## config.mk

```make
export PLATFORM = sky130hd
export DESIGN_NAME = instr_fetch_queue
export DESIGN_NICKNAME = d
export VERILOG_FILES = /design/src/rtl/instr_fetch_queue.sv
export SDC_FILE = /design/constraint.sdc
export NUM_CORES = 1
export LEC_CHECK = 0
export CORE_MARGIN = 8
export CORE_UTILIZATION = 50
export DETAILED_ROUTE_END_ITERATION = 8
export PLACE_DENSITY = 0.78
export REMOVE_ABC_BUFFERS = 1
export SLEW_MARGIN = 20
export SYNTH_ARGS = -nofsm -noshare
export SYNTH_HDL_FRONTEND = slang
export SYNTH_SLANG_ARGS = --single-unit
```

## constraint.sdc

```tcl
create_clock -name clk -period 2.95 [get_ports clk]
set_clock_uncertainty 0.15 [all_clocks]
set_input_delay 0.59 -clock clk [delete_from_list [all_inputs] [get_ports clk]]
set_output_delay 0.59 -clock clk [all_outputs]
set_load 0.05 [all_outputs]
```

## src/rtl/instr_fetch_queue.sv

```systemverilog
`default_nettype none
// ============================================================================
//  Module      : instr_fetch_queue
//  Description : Instruction fetch unit with a circular prefetch queue.
//                Issues one word request at a time to instruction memory and
//                buffers returned words (with their addresses) for the
//                decode stage. Supports a flush/redirect of the fetch stream.
//                Optional same-cycle bypass of a returned word to the decode
//                stage when the queue is empty: define IFQ_BYPASS_EN.
//  Revision    : 1.0 - initial release
// ============================================================================
module instr_fetch_queue #(
  parameter int          DEPTH    = 4,
  parameter logic [31:0] RESET_PC = 32'h0000_0000
) (
  input  logic        clk,
  input  logic        rst,
  output logic        imemReq,
  output logic [31:0] imemAddr,
  input  logic        imemGnt,
  input  logic        imemRValid,
  input  logic [31:0] imemRData,
  output logic        instrValid,
  output logic [31:0] instrCode,
  output logic [31:0] instrPC,
  input  logic        instrReady,
  input  logic        redirectValid,
  input  logic [31:0] redirectPC
);

  localparam int                 c_PTR_W     = $clog2(DEPTH);
  localparam int                 c_CNT_W     = $clog2(DEPTH + 1);
  localparam logic [c_CNT_W-1:0] c_DEPTH_CNT = c_CNT_W'(DEPTH);

  localparam logic [1:0] c_FETCH   = 2'd0;
  localparam logic [1:0] c_WAIT    = 2'd1;
  localparam logic [1:0] c_DISCARD = 2'd2;

  logic [1:0]         r_state;
  logic [1:0]         w_stateNext;
  logic               r_reqEn;
  logic [31:0]        r_fetchPC;
  logic [31:0]        r_reqPC;
  logic [c_PTR_W-1:0] r_head;
  logic [c_PTR_W-1:0] r_tail;
  logic [c_CNT_W-1:0] r_count;
  logic [63:0]        r_mem [DEPTH];
  logic [31:0]        r_lastCode;
  logic [31:0]        r_lastPC;

  logic               w_grant;
  logic               w_empty;
  logic               w_rspAccept;
  logic               w_push;
  logic               w_pop;
  logic [31:0]        w_redirTarget;
  logic               w_unused;

  // Low address bits of a redirect target are architecturally ignored.
  assign w_redirTarget = {redirectPC[31:2], 2'b00};
  assign w_unused      = &{1'b0, redirectPC[1:0]};

  assign w_grant = imemReq & imemGnt;
  assign w_empty = (r_count == '0);

  // A response is only kept when it belongs to the live fetch stream.
  assign w_rspAccept = (r_state == c_WAIT) & imemRValid & ~redirectValid;

`ifdef IFQ_BYPASS_EN
  // A word bypassed straight to a ready consumer never enters the queue.
  assign w_push = w_rspAccept & ~(w_empty & instrReady);
`else
  assign w_push = w_rspAccept;
`endif
  // Redirect wins over pop: the flushed queue shows nothing afterwards.
  assign w_pop  = ~w_empty & instrReady & ~redirectValid;

  // FSM state register
  always_ff @(posedge clk) begin
    if (!rst) begin
      r_state <= c_FETCH;
    end else begin
      r_state <= w_stateNext;
    end
  end

  // FSM next-state: one outstanding request; a redirect while waiting must
  // swallow the stale response before fetching resumes.
  always_comb begin
    w_stateNext = r_state;
    case (r_state)
      c_FETCH: begin
        if (w_grant) begin
          w_stateNext = c_WAIT;
        end
      end
      c_WAIT: begin
        if (imemRValid) begin
          w_stateNext = c_FETCH;
        end else if (redirectValid) begin
          w_stateNext = c_DISCARD;
        end
      end
      c_DISCARD: begin
        if (imemRValid) begin
          w_stateNext = c_FETCH;
        end
      end
      default: w_stateNext = c_FETCH;
    endcase
  end

  // FSM outputs: request only with a free queue slot and no redirect pending.
  always_comb begin
    imemReq  = r_reqEn & (r_state == c_FETCH) & (r_count < c_DEPTH_CNT) & ~redirectValid;
    imemAddr = r_fetchPC;
  end

  // Fetch address, queue pointers/occupancy and held output values
  always_ff @(posedge clk) begin
    if (!rst) begin
      r_reqEn    <= 1'b0;
      r_fetchPC  <= RESET_PC;
      r_reqPC    <= RESET_PC;
      r_head     <= '0;
      r_tail     <= '0;
      r_count    <= '0;
      r_lastCode <= 32'h0;
      r_lastPC   <= 32'h0;
    end else begin
      r_reqEn    <= 1'b1;
      r_lastCode <= instrCode;
      r_lastPC   <= instrPC;
      if (redirectValid) begin
        r_fetchPC <= w_redirTarget;
        r_head    <= '0;
        r_tail    <= '0;
        r_count   <= '0;
      end else begin
        if (w_grant) begin
          r_reqPC   <= r_fetchPC;
          r_fetchPC <= r_fetchPC + 32'd4;
        end
        if (w_push) begin
          r_tail <= r_tail + c_PTR_W'(1);
        end
        if (w_pop) begin
          r_head <= r_head + c_PTR_W'(1);
        end
        case ({w_push, w_pop})
          2'b10:   r_count <= r_count + c_CNT_W'(1);
          2'b01:   r_count <= r_count - c_CNT_W'(1);
          default: r_count <= r_count;
        endcase
      end
    end
  end

  // Queue storage: {address, instruction word}; contents are don't-care
  // while the slot is unoccupied, so no reset is needed.
  always_ff @(posedge clk) begin
    if (w_push) begin
      r_mem[r_tail] <= {r_reqPC, imemRData};
    end
  end

`ifdef IFQ_BYPASS_EN
  // Decode-side outputs: head entry, same-cycle bypass, or the held value.
  always_comb begin
    instrValid = ~w_empty;
    instrCode  = r_lastCode;
    instrPC    = r_lastPC;
    if (!w_empty) begin
      instrCode = r_mem[r_head][31:0];
      instrPC   = r_mem[r_head][63:32];
    end else if (w_rspAccept) begin
      instrValid = 1'b1;
      instrCode  = imemRData;
      instrPC    = r_reqPC;
    end
  end
`else
  // Decode-side outputs: head entry, or the held value while empty.
  always_comb begin
    instrValid = ~w_empty;
    instrCode  = r_lastCode;
    instrPC    = r_lastPC;
    if (!w_empty) begin
      instrCode = r_mem[r_head][31:0];
      instrPC   = r_mem[r_head][63:32];
    end
  end
`endif

endmodule
`default_nettype wire

```

==> results.ini, run 1 <==
[clock_tree]
clk_pin_slew_ns = 0.06
clk_latency_ns = 0.52
cts_buffers = 39
cts_sinks = 384
cts_root_buf = clkbuf_16
cts-htree-levels = 2
cts_hold_buf = 0
cts_buffer_depth = 3
cts_tree = done

[finish]
final_nets = 1248
drive_above_1_share = 0.271
syn2layout_area_growth_pct = 28.3
diodes = 0
fillCellCount = 2069
multi_input_area_sq_mm = 0.00452
final-seq-area_sq_mm = 0.0102

[synth]
synth-edff-count = 248
syn_inst = 971
synth_top_family_by_area = multiplexers
synth.avg_cell_area_sq_um = 15.3
ys_top_cells_by_area = edfxtp_1 (50%), dfxtp_1 (18%), mux4_2 (9.4%)
synth_fa_ha_area_frac = 0.00640
ys.flop_type = edfxtp_1
synthArstFlopShare = 0
yosysWarnings = 0
synth-compound-area-share = 0.0466
yosys.area_share.simple = 0.0909
synth_xor_xnor_area_share = 0.00707
synth_top_area_cell = edfxtp_1
netlist.area_leader.share = 0.501
ys_ff_latch = 384
ys_seq_area_frac = 0.684
syn_area_sq_mm = 0.0149
synth_mux_area_frac = 0.143
synthDistinctLibCells = 57

[placed_design]
place_congestion = 0.820
pre_cts_ws_ns = 0.0179
hpwl_um = 20400
io_buffers = 163

[detailed_routing]
vias_per_cell = 5.62
firstDrtPassIters = 5
drc = 0
vias = 8942
wire_per_inst_um = 21.3
antenna_left = 0
first_iter_violations = 633
drt_wl_total_um = 33900

[critical_path]
endpoint_kind = output port
crit_required_ns = 2.21
crit_arrival_ns = 2.23
crit_fanout = 7
path_class = flip-flop to output port
startpoint_type = flip-flop

[global_route]
grt_pass1_vias = 9041
grt_max_degree = 78
grt_pass1_wl_um = 52100
grt-ovfl-total = 0
antenna_found_initial = 0
grt_use_total = 0.185

[floorplan]
rows = 63
die_area_sq_mm = 0.0355
coreArea_sq_mm = 0.0295
start_util = 0.504
die_y_um = 188
pin_count = 168
dieWidth_um = 188

[sta]
tightest_slew_ns = 0.718
slew_viol_final = 0
fmaxAchievable_mhz = 337
setup_ws_ns = -0.0178
setup_viol = 11
max_slew_margin = 0.522
finalCriticalPeriod_ns = 2.97
rsz0062_at_grt = true
timing.final.crit_share = 1.01
finalHoldViolations = 0

[outcome]
violations = negative setup slack
status = finished with violations

[power_and_ir_drop]
ir_drop_uv = 336
p_leak_uw = 0.00691
p_total_uw = 11200
cellPowerDensity_mw_per_mm2 = 589

[min_path]
min_path_type = flip-flop to flip-flop

[run]
drv_cap = 0

## per-stage QoR
step | hold WS (ns) | TNS [ns] | area, sq um | utilization | instances
floorplan | 0.294 | -193.22 | 14600 | - | 914
global placement | 0.308 | 0 | 17100 | 0.579 | 1504
detailed placement | 0.327 | 0 | 17100 | 0.579 | 1504
CTS | 0.337 | -0.586 | 18900 | 0.642 | 1589
global route | 0.367 | -1.65 | 19100 | 0.647 | 1591
finish | 0.338 | -0.0651 | 19100 | 0.647 | 1591
## area by class of cell
| type | instances | area share |
|---|---|---|
| repair buffers | 216 | 0.133 |
| inverters | 15 | 0.00295 |
| clock buffers | 56 | 0.0599 |
| multi-input cells | 515 | 0.237 |
| flip-flops and latches | 384 | 0.534 |
| well taps | 390 | 0.0256 |
| clock inverters | 15 | 0.00839 |
## logic make-up (layout without fill, tap and decap cells)
kind of cell | Yosys count | in the layout
flops | 384 | 384
simple gates | 251 | 251
mux | 127 | 127
compound gates | 116 | 116
buf+inv | 73 | 302
xor+xnor | 12 | 12
fa+ha+maj | 7 | 7
other cells | 1 | 2
## flip-flops by register name, indices dropped and copies added, names as in the netlist, named ones only
name	flops
r_mem	248
r_reqPC	30
r_reqEn	1
imemAddr	30
r_tail	2
r_head	2
r_count	3
r_state	2
r_lastCode	32
r_lastPC	32
## worst max-delay path, stage by stage (launching register included)
cell       delay, ns
dfxtp_4         0.39
buf_4           0.17
clkbuf_16       0.18
mux4_2          0.51
mux2_2          0.29
buf_6           0.16
## worst paths after layout
path | start | endpoint | slack, ns | depth (start not counted)
setup reg to reg | r_count[2] | r_count[2] | 0.61 | 8
setup / recovery | flip-flop | instrCode[9] | -0.02 | 5
hold reg to reg | r_lastPC[0] | r_lastPC[0] | 0.34 | 1
hold / removal | r_lastPC[0] | r_lastPC[0] | 0.34 | 1
## synth_stat cells (all sizes together) (6+ instances only)
cell     instances
a21oi           55
and3             8
nand4           15
buf             23
clkbuf          35
mux2            64
ha               6
nand3           10
nor2            24
edfxtp         248
dfxtp          136
nand2           93
and2            73
o21ai           21
a31oi           11
mux4            62
inv             14
a2bb2oi          6
xor2             9
nor4             6
nor3             8
## metal layers
metal / share of wire / track usage / up-vias
li1: - / - / 4071
met1: 0.43 / 0.246 / 4542
met2: 0.49 / 0.310 / 287
met3: 0.063 / 0.0399 / 42
met4: 0.015 / 0.0376 / 0
met5: 0 / 0 / -
## power by group
group	leakage [uW]	switching [uW]	total, uW	internal, uW
sequential	0.00355	62.0	5790	5730
clock	0.000639	1980	4960	2970
combinational	0.00272	287	492	206
## cells in the final DEF (no fill, tap or decap), drive strengths merged, types with 24 or more instances in the layout
| cell | Yosys | routed |
|---|---|---|
| nand2 | 93 | 93 |
| clkbuf | 35 | 58 |
| mux2 | 64 | 64 |
| dfxtp | 136 | 136 |
| nor2 | 24 | 24 |
| clkdlybuf4s50 | 0 | 96 |
| and2 | 73 | 73 |
| buf | 23 | 118 |
| edfxtp | 248 | 248 |
| a21oi | 55 | 55 |
| mux4 | 62 | 62 |
## what timing repair did
action,CTS,global route
gates cloned,5,2
gates resized for setup,83,34
setup endpoints to repair,56,62
buffers inserted,9,2
pin swaps,1,1
endpoints found under the hold margin,0,0
(Power assumes the default switching activity.)
==> run 2, diff against run 1 <==
PLACE_DENSITY = 0.75   (was 0.78)
clock period = 2.4 ns   (was 2.95 ns; I/O delays follow)
==> run 2 against run 1 <==
Net effect: the run still ends with negative setup slack left; setup slack worse by 0.42 ns; register-to-register slack worse by 0.63 ns; count of clock-buffer cells in the layout is 1 lower; die area stayed put; sequential share of layout area is 1.4 points lower; first-iteration DRC count is 11% higher; power is 25% higher; critical endpoint is now instrCode[18]; hold slack worse by 0.067 ns; critical path type unchanged.
==> results.ini, run 2 (synthesized netlist as in run 1, its figures left out) <==
[sta]
finalHoldViolations = 0  ; unchanged
timing.final.crit_share = 1.18
setup_ws_ns = -0.441  ; -0.423 ns
setup_viol = 64  ; +53
setup_tns_ns = -24.36  ; -24.29 ns
rsz0062_at_grt = true
finalCriticalPeriod_ns = 2.84
slew_viol_final = 0  ; unchanged
tightest_slew_ns = 0.575  ; -0.143 ns
fmaxAchievable_mhz = 352
max_slew_margin = 0.614  ; +0.0919

[finish]
final_nets = 1294  ; +3.7%
final_common_cell = edfxtp_1
largest-register = r_mem
fillCellCount = 1986  ; -4.0%
fin_area_sq_mm = 0.0196  ; +2.7%
syn2layout_area_growth_pct = 31.8
final_cell_mix = edfxtp_1 (248), dfxtp_1 (131), nand2_1 (91), buf_4 (73), clkdlybuf4s50_1 (72)
largest_reg_flops = 248  ; unchanged
layout.cells.non_filler = 1638  ; +3.0%
drive_above_1_share = 0.313  ; +0.0421
reg_top3 = r_mem x248, r_lastCode x32, r_lastPC x32
final_util = 0.665  ; +0.0177

[floorplan]
start_util = 0.504  ; unchanged
rows = 63  ; unchanged
pin_count = 168  ; unchanged
dieWidth_um = 188  ; unchanged
die_area_sq_mm = 0.0355  ; unchanged
die_y_um = 188  ; unchanged
coreArea_sq_mm = 0.0295  ; unchanged

[power_and_ir_drop]
p_total_uw = 14000  ; +25%
p_leak_uw = 0.00732  ; +6.0%
cellPowerDensity_mw_per_mm2 = 715  ; +21%
ir_drop_uv = 430  ; +28%

[clock_tree]
cts-htree-levels = 2  ; unchanged
cts_buffers = 41  ; +5.1%
cts_tree = done
clk_latency_ns = 0.52  ; about the same
cts_buffer_depth = 3  ; unchanged
cts_hold_buf = 0  ; unchanged
cts_sinks = 384  ; unchanged
clk_pin_slew_ns = 0.06  ; about the same
cts_root_buf = clkbuf_16

[detailed_routing]
antenna_left = 0  ; unchanged
wire_per_inst_um = 21.6  ; +1.3%
drc = 0  ; unchanged
vias = 9149  ; +2.3%
vias_per_cell = 5.59  ; -0.62%
drt_wl_total_um = 35400  ; +4.3%
firstDrtPassIters = 8  ; +3
first_iter_violations = 703  ; +11%

[critical_path]
startpoint_type = flip-flop
r2r_end = r_count[2]
crit_required_ns = 1.77  ; -0.44 ns
slowest_delay_ns = 0.51  ; about the same
path_class = flip-flop to output port
r2r_slack_ns = -0.02  ; -0.63 ns
crit_fanout = 6  ; -1
crit_arrival_ns = 2.21  ; -0.02 ns
endpoint_kind = output port
crit_chain = buf_12 > buf_8 > mux4_2 > mux2_2 > buf_4
rr_worst_depth = 12  ; +4
cp_slowest_cell = mux4_2
r2r-start = r_count[1]

[global_route]
grt_pass1_vias = 9216  ; +1.9%
grt_max_degree = 62  ; -21%
antenna_found_initial = 0  ; unchanged
grt-ovfl-total = 0  ; unchanged
grt_use_total = 0.186  ; +0.000564
grt_pass1_wl_um = 52400  ; +0.41%

[placed_design]
io_buffers = 163  ; unchanged
hpwl_um = 22100  ; +8.0%
place_congestion = 0.867  ; +5.7%
dp.cells = 1535  ; +2.1%
post_dp_cell_area_sq_mm = 0.0173  ; +1.5%

[min_path]
min_path_type = input port to flip-flop
hold_depth = 2  ; +1
hold_end = r_reqEn
hp-start = rst

[outcome]
violations = negative setup slack
status = finished with violations

[run]
drv_cap = 0  ; unchanged

run 2: changes by cell type in the layout (fill, tap and decap cells not counted), moves of 3 or more:
cell             change
dfxtp_4              +3
dlygate4sd2_1       +15
buf_4               +45
clkbuf_16            +5
mux2_2               -8
mux2_4               +8
clkdlybuf4s50_1     -24
run 2: where the power goes:
group,switching (uW),internal [uW],total [uW]
sequential,61.8,7040,7100
combinational,371,263,633
clock,2440,3840,6280
run 2: critical path: cells and delay by family (launching register included):
kind	cells	cell delay (ns)
buffers and inverters	3	0.50
DFF	1	0.40
muxes	2	0.79
run 2: what timing repair did:
action	in CTS	in global routing
setup buffers	7	10
pin swaps	1	3
gates resized for setup	78	76
gates cloned	2	11
endpoints found under the setup margin	80	69
run 2: layout make-up:
cell class	count	area [sq um]	area share
antenna	1	2.50	0.000128
tap	390	488	0.0249
sequential	384	10200	0.520
inverter	15	58.8	0.00300
clock inverter	18	223	0.0114
timing repair buffer	260	2920	0.149
clock buffer	55	1130	0.0576
multi-input combinational	515	4590	0.234
run 2: per-layer routing:
layer / wire length [um] / track usage / part of all wire
met1: 15500 / 0.251 / 0.44
met2: 17000 / 0.305 / 0.48
met3: 2520 / 0.0407 / 0.071
met4: 443 / 0.0376 / 0.013
met5: 0 / 0 / 0
run 2: through the flow:
step,worst slack (ns),hold WS (ns)
finish,-0.441,0.271
global route,-0.502,0.251
CTS,-0.466,0.248
detailed placement,-0.399,0.315
global placement,-0.386,0.307
floorplan,-2.07,0.294
run 2: worst max-delay path by stage:
stage	endpoint	slack, ns	depth (start not counted)
6_report	instrCode[18]	-0.44	5
5_1_grt	instrCode[18]	-0.50	5
4_1_cts	instrCode[10]	-0.47	4
3_5_place_dp	r_count[2]	-0.40	9
3_3_place_gp	r_count[2]	-0.39	10
2_1_floorplan	r_count[2]	-2.07	8
